==> src/rtl/pc_seq_pkg.sv <==
// Shared definitions for the PC sequencer: next-PC select codes, RV32I
// control-flow opcodes, FSM state encoding and next-PC arithmetic helpers.
package pc_seq_pkg;

  localparam logic [1:0] NPC_PLUS4  = 2'b00;
  localparam logic [1:0] NPC_BRANCH = 2'b01;
  localparam logic [1:0] NPC_JAL    = 2'b10;
  localparam logic [1:0] NPC_JALR   = 2'b11;

  localparam logic [6:0] OP_BRANCH = 7'b1100011;
  localparam logic [6:0] OP_JAL    = 7'b1101111;
  localparam logic [6:0] OP_JALR   = 7'b1100111;

  typedef enum logic [2:0] {
    ST_IDLE   = 3'd0,
    ST_FETCH  = 3'd1,
    ST_EXEC   = 3'd2,
    ST_COMMIT = 3'd3,
    ST_HALT   = 3'd4
  } state_t;

  // Select code from the opcode field; a branch only redirects when taken.
  function automatic logic [1:0] npc_decode(input logic [31:0] inst, input logic taken);
    logic [1:0] op;
    op = NPC_PLUS4;
    case (inst[6:0])
      OP_BRANCH: op = taken ? NPC_BRANCH : NPC_PLUS4;
      OP_JAL:    op = NPC_JAL;
      OP_JALR:   op = NPC_JALR;
      default:   op = NPC_PLUS4;
    endcase
    return op;
  endfunction

  // Next PC for a given select code; all sums wrap modulo 2^32.
  function automatic logic [31:0] npc_next(input logic [1:0] op, input logic [31:0] pc,
                                           input logic [31:0] inst, input logic [31:0] aluout);
    logic [31:0] b_imm;
    logic [31:0] j_imm;
    logic [31:0] result;
    b_imm = {{19{inst[31]}}, inst[31], inst[7], inst[30:25], inst[11:8], 1'b0};
    j_imm = {{11{inst[31]}}, inst[31], inst[19:12], inst[20], inst[30:21], 1'b0};
    case (op)
      NPC_BRANCH: result = pc + b_imm;
      NPC_JAL:    result = pc + j_imm;
      NPC_JALR:   result = aluout & 32'hFFFF_FFFE;
      default:    result = pc + 32'd4;
    endcase
    return result;
  endfunction

endpackage

==> src/rtl/pc_seq_timer.sv <==
// Fetch timeout counter: counts enabled cycles from zero and flags the cycle
// in which the TIMEOUT-th consecutive enabled cycle occurs.
module pc_seq_timer #(
  parameter int TIMEOUT = 16
) (
  input  logic clk,
  input  logic rst,
  input  logic clear,
  input  logic enable,
  output logic expired
);

  localparam int TW = $clog2(TIMEOUT + 1);

  logic [TW-1:0] count_reg;

  assign expired = enable && (count_reg == TW'(TIMEOUT - 1));

  // Count waiting cycles; restart whenever the sequencer leaves FETCH.
  always_ff @(posedge clk) begin
    if (rst || clear) begin
      count_reg <= '0;
    end else if (enable && !expired) begin
      count_reg <= count_reg + TW'(1);
    end
  end

endmodule

==> src/rtl/pc_seq_ctrl.sv <==
// Multi-cycle PC sequencer: IDLE -> FETCH -> EXEC -> COMMIT -> FETCH, with
// an absorbing HALT on fetch timeout or misaligned commit target.
// Optional trap redirect is built when the macro PC_TRAP_EN is defined.
module pc_seq_ctrl
  import pc_seq_pkg::*;
#(
  parameter logic [31:0] RESET_PC = 32'h0000_0000,
  parameter logic [31:0] TRAP_VEC = 32'h0000_0100,
  parameter int          TIMEOUT  = 16,
  parameter int          CNT_W    = 32
) (
  input  logic             clk,
  input  logic             rst,
  output logic             imem_req,
  output logic [31:0]      imem_addr,
  input  logic             imem_ack,
  input  logic [31:0]      imem_rdata,
  output logic [31:0]      inst,
  output logic             inst_valid,
  input  logic             ex_done,
  input  logic             branch_taken,
  input  logic [31:0]      aluout,
  output logic [1:0]       npc_op,
  output logic [31:0]      pc,
  output logic [CNT_W-1:0] retired,
  output logic             fetch_err,
`ifdef PC_TRAP_EN
  input  logic             trap_req,
  output logic [31:0]      epc,
`endif
  output logic             align_err
);

  // A misaligned trap vector would halt the core on every trap.
  if (TRAP_VEC[1:0] != 2'b00) begin : g_trap_vec_check
    $error("pc_seq_ctrl: TRAP_VEC must be word-aligned");
  end

  state_t      state_reg;
  state_t      state_next;
  logic [1:0]  op_reg;
  logic [31:0] alu_reg;
  logic [1:0]  npc_dec;
  logic [31:0] next_pc;
  logic        tmr_expired;
  logic        load_inst;
  logic        ex_accept;
  logic        commit_ok;
  logic        commit_bad;
  logic        timeout_hit;
  logic        take_trap;

  assign npc_dec    = npc_decode(inst, branch_taken);
  assign next_pc    = npc_next(op_reg, pc, inst, alu_reg);
  assign imem_req   = (state_reg == ST_FETCH);
  assign imem_addr  = pc;
  assign inst_valid = (state_reg == ST_EXEC);
  // Live decode while executing; the captured select is shown afterwards.
  assign npc_op     = (state_reg == ST_EXEC) ? npc_dec : op_reg;

  pc_seq_timer #(
    .TIMEOUT(TIMEOUT)
  ) u_timer (
    .clk    (clk),
    .rst    (rst),
    .clear  (state_reg != ST_FETCH),
    .enable ((state_reg == ST_FETCH) && !imem_ack),
    .expired(tmr_expired)
  );

  // State register.
  always_ff @(posedge clk) begin
    if (rst) begin
      state_reg <= ST_IDLE;
    end else begin
      state_reg <= state_next;
    end
  end

  // Next-state logic and one-cycle datapath strobes.
  always_comb begin
    state_next  = state_reg;
    load_inst   = 1'b0;
    ex_accept   = 1'b0;
    commit_ok   = 1'b0;
    commit_bad  = 1'b0;
    timeout_hit = 1'b0;
    take_trap   = 1'b0;
    case (state_reg)
      ST_IDLE: state_next = ST_FETCH;
      ST_FETCH: begin
        if (imem_ack) begin
          load_inst  = 1'b1;
          state_next = ST_EXEC;
        end else if (tmr_expired) begin
          timeout_hit = 1'b1;
          state_next  = ST_HALT;
        end
      end
      ST_EXEC: begin
`ifdef PC_TRAP_EN
        if (trap_req) begin
          take_trap  = 1'b1;
          state_next = ST_FETCH;
        end else
`endif
        if (ex_done) begin
          ex_accept  = 1'b1;
          state_next = ST_COMMIT;
        end
      end
      ST_COMMIT: begin
        if (next_pc[1:0] != 2'b00) begin
          commit_bad = 1'b1;
          state_next = ST_HALT;
        end else begin
          commit_ok  = 1'b1;
          state_next = ST_FETCH;
        end
      end
      ST_HALT: state_next = ST_HALT;
      default: state_next = ST_IDLE;
    endcase
  end

  // Architectural PC, instruction latch, retire counter and sticky errors.
  always_ff @(posedge clk) begin
    if (rst) begin
      pc        <= RESET_PC;
      inst      <= '0;
      retired   <= '0;
      fetch_err <= 1'b0;
      align_err <= 1'b0;
      op_reg    <= NPC_PLUS4;
      alu_reg   <= '0;
`ifdef PC_TRAP_EN
      epc       <= '0;
`endif
    end else begin
      if (load_inst) begin
        inst <= imem_rdata;
      end
      // Capture select and JALR source so COMMIT is immune to input changes.
      if (ex_accept) begin
        op_reg  <= npc_dec;
        alu_reg <= aluout;
      end
      if (commit_ok) begin
        pc      <= next_pc;
        retired <= retired + CNT_W'(1);
      end
      if (commit_bad) begin
        align_err <= 1'b1;
      end
      if (timeout_hit) begin
        fetch_err <= 1'b1;
      end
`ifdef PC_TRAP_EN
      if (take_trap) begin
        epc <= pc;
        pc  <= TRAP_VEC;
      end
`endif
    end
  end

endmodule

==> config.mk <==
export PLATFORM = sky130hd
export DESIGN_NAME = pc_seq_ctrl
export DESIGN_NICKNAME = d
export VERILOG_FILES = /design/src/rtl/pc_seq_pkg.sv /design/src/rtl/pc_seq_timer.sv /design/src/rtl/pc_seq_ctrl.sv
export SDC_FILE = /design/constraint.sdc
export NUM_CORES = 1
export LEC_CHECK = 0
export CAP_MARGIN = 10
export CORE_ASPECT_RATIO = 2
export CORE_MARGIN = 1.5
export CORE_UTILIZATION = 50
export CTS_CLUSTER_DIAMETER = 200
export DETAILED_ROUTE_END_ITERATION = 10
export DONT_BUFFER_PORTS = 1
export SLEW_MARGIN = 25
export SYNTH_ARGS = -nofsm -noshare
export SYNTH_HDL_FRONTEND = slang
export SYNTH_SLANG_ARGS = --single-unit
==> constraint.sdc <==
create_clock -name clk -period 7.94 [get_ports clk]
set_clock_uncertainty 0.05 [all_clocks]
set_input_delay 0.397 -clock clk [delete_from_list [all_inputs] [get_ports clk]]
set_output_delay 0.397 -clock clk [all_outputs]
set_load 0.01 [all_outputs]
==> impl_metrics.json <==
{
  "portBuffers": 0,
  "ios": 203,
  "rows": 66,
  "wl_per_cell_um": 20.3,
  "crit_slowest_cell": "fa_1",
  "nNetsFinal": 1159,
  "p_comb_share_pct": 5.5,
  "setup_ws_ns": 3.87,
  "grt_pass1_wl_um": 40200,
  "critPathCaptureType": "flip-flop",
  "antenna_found_initial": 0,
  "finalSetupViolCount": 0,
  "antenna_cells": 0,
  "start_kind": "flip-flop",
  "die_w_um": 94.7,
  "swShare_pct": 24.5,
  "setup_tns_ns": 0,
  "hold_end": "imem_addr[30]",
  "cp_max_fo": 6,
  "syn_area_per_cell_um2": 7.55,
  "slew_headroom_pct": 39.9,
  "hold_slack_ns": 0.0348,
  "ctsResizeCount": 0,
  "utilization_pct": 54.5,
  "grtUsageTotal_pct": 29.6,
  "dieArea_um2": 17600,
  "power_density_nw_per_um2": 185,
  "area_growth_pct": 6.12,
  "die_h_um": 186,
  "max_slew.worst_pin.slew_ns": 0.900,
  "firstDrtPassIters": 5,
  "gp_congestion": 0.921,
  "critPathArrivalTime_ns": 4.35,
  "dr_total_vias": 7749,
  "worst_ep_required_time_ns": 8.22,
  "yosys_warnings": 0,
  "routed_wl_um": 25700,
  "syn_nets": 1222,
  "cap_violations": 0,
  "syn-cell-area_um2": 8400,
  "globalRouteOverflowTotal": 0,
  "final_cells": 1266,
  "ff2ff_setup_slack_ns": 3.87,
  "fin_crit_ns": 4.07,
  "outcome": "finished clean",
  "clock_sink_count": 139,
  "grt_pass1_vias": 7663,
  "r2r-end": "imem_addr[29]",
  "numCtsBuffers": 17,
  "hold_start": "rst",
  "path_cells": "ha_1, mux2_2, ha_1, fa_1, a211oi_2, o21bai_2, a211o_1, a22o_2, o31ai_4, a31oi_1, o31a_1, a2111oi_2",
  "cts_buffer_depth": 2,
  "first_iter_violations": 346,
  "rsz0062_at_grt": "no",
  "p_clk_share_pct": 50.3,
  "pwr-share-seq_pct": 44.2,
  "vias_per_cell": 6.12,
  "hpwl_um": 18800,
  "synth.largest_area_cell": "dfxtp_1",
  "insertion_delay_ns": 0.43,
  "hold_class": "in2reg",
  "crit_type": "reg2reg",
  "netlist_instances": 1113,
  "ys_ff_latch": 139,
  "dp_slack_ns": 3.86,
  "cts_root_buffer": "clkbuf_16",
  "synthFlopType": "dfxtp_1",
  "worst_r2r_startpoint": "op_reg[1]",
  "max_freq_ghz": 0.246,
  "core_area_um2": 16400,
  "ir_drop_uv": 260,
  "start_util_pct": 51.4,
  "yosysSeqAreaShare_pct": 33.1,
  "async_flop_share_pct": 0,
  "path_clk_slew_ns": 0.06,
  "r2r_cells": 12,
  "drc_errors": 0,
  "total_power_mw": 1.65,
  "antenna_left": 0,
  "p_switching_mw": 0.404,
  "crit_start": "op_reg[1]",
  "internal_power_mw": 1.25,
  "slew_viol_final": 0,
  "cp_common_cell": "ha_1",
  "dpl-instance-area_um2": 8270,
  "dp.cells": 1233,
  "synth_cell_types": 79,
  "drive_gt1_share_pct": 6.87,
  "htreeDepth": 4,
  "grt_max_degree": 127,
  "p_leak_nw": 3.29,
  "hold_viol": 0,
  "holdPathStages": 1,
  "cts_tree": "built",
  "synth_top_area_share_pct": 33.1,
  "ys_top_cells_by_area": "dfxtp_1 33%, nand2_1 10%, a21oi_1 7.7%",
  "final_cell_area_um2": 8920,
  "slowest_delay_ns": 0.46,
  "min_period_over_period_pct": 51.3,
  "synth_edf_count": 0
}
==> worst max-delay path, delay by kind of cell (launching register included) <==
| kind | cells | cell delay [ns] |
|---|---|---|
| AO/OA/AOI/OAI | 8 | 2.06 |
| adder cells (fa/ha/maj) | 3 | 1.04 |
| flip-flops | 1 | 0.44 |
| multiplexers | 1 | 0.39 |
==> how the worst max path moves through the flow <==
stage	to	slack, ns
final	imem_addr[29]	3.87
after global routing	retired[28]	3.56
after CTS	retired[28]	3.82
after detailed placement	retired[28]	3.86
after global placement	retired[28]	3.87
after floorplan	imem_addr[29]	4.42
==> cell usage in the layout (no fill, tap or decap), types with 6 or more instances in the layout <==
master,Yosys,layout
a31oi_1,17,17
or3_1,6,6
and3_1,14,14
nor4_1,7,7
nor2_1,94,93
buf_4,33,9
o21ai_0,46,46
a221oi_1,11,11
a21oi_1,129,129
xnor2_1,29,29
xor2_1,25,25
clkbuf_16,0,17
a211oi_1,15,15
a22oi_1,8,8
ha_1,39,39
nor3_1,12,12
nor3b_1,8,8
nand2_1,230,228
nand3_1,28,28
nand4_1,13,13
a21o_1,16,16
inv_1,22,22
nor2b_1,8,8
dfxtp_1,139,139
==> cell families after synthesis <==
group           synth area share [%]
mux                            0.908
flops                           33.1
buf+inv                         6.69
xor+xnor                        5.63
fa+ha+maj                       6.05
simple gates                    24.6
compound gates                  23.0
==> per-layer routing <==
layer / vias to the layer above / routed length (µm) / part of all wire [%] / global-route usage (%)
met2: 248 / 13700 / 53 / 53.2
met4: 0 / 1800 / 7.0 / 20.3
met5: - / 0 / 0 / 0
li1: 3764 / - / - / -
met3: 80 / 1410 / 5.5 / 6.72
met1: 3657 / 8760 / 34 / 28.8
==> final cells by class <==
class                           instances  area [µm²]
Clock buffer                           19         443
Clock inverter                         12         165
Fill cell                            1662        7430
Inverter                               22        82.6
Multi-Input combinational cell        859        5080
Sequential cell                       139        2780
Tap cell                              204         255
Timing Repair Buffer                   11         105
==> power by group through the flow <==
stage,sequential (mW),clock (mW),combinational (mW)
4_1_cts,0.729,0.842,0.0915
6_report,0.729,0.829,0.0912
3_3_place_gp,0.744,0,0.0776
3_5_place_dp,0.744,0,0.0788
5_1_grt,0.730,0.871,0.101
2_1_floorplan,0.740,0,0.0689
==> synthesized netlist by cell type, drive strengths merged, types with 5 or more instances <==
| cell type | instances |
|---|---|
| a221oi | 11 |
| nand2 | 230 |
| a211oi | 18 |
| xor2 | 25 |
| nand3 | 28 |
| ha | 39 |
| buf | 39 |
| nor2 | 95 |
| nand4 | 15 |
| clkbuf | 54 |
| nor3b | 9 |
| o21a | 5 |
| a22oi | 8 |
| nor4 | 8 |
| a2111oi | 5 |
| inv | 22 |
| nand2b | 5 |
| nor3 | 14 |
| o21ai | 47 |
| a31oi | 17 |
| o31ai | 6 |
| mux2 | 5 |
| o21bai | 6 |
| and3 | 17 |
| dfxtp | 139 |
| xnor2 | 29 |
| a21oi | 129 |
| or3 | 6 |
| o22ai | 5 |
| and4 | 5 |
| nor2b | 8 |
| a21o | 16 |
==> timing repair <==
action / CTS / global route
hold buffers: 2 / 0
hold endpoints to repair: 126 / 0
setup buffers: 0 / 0
(Power assumes the default switching activity.)
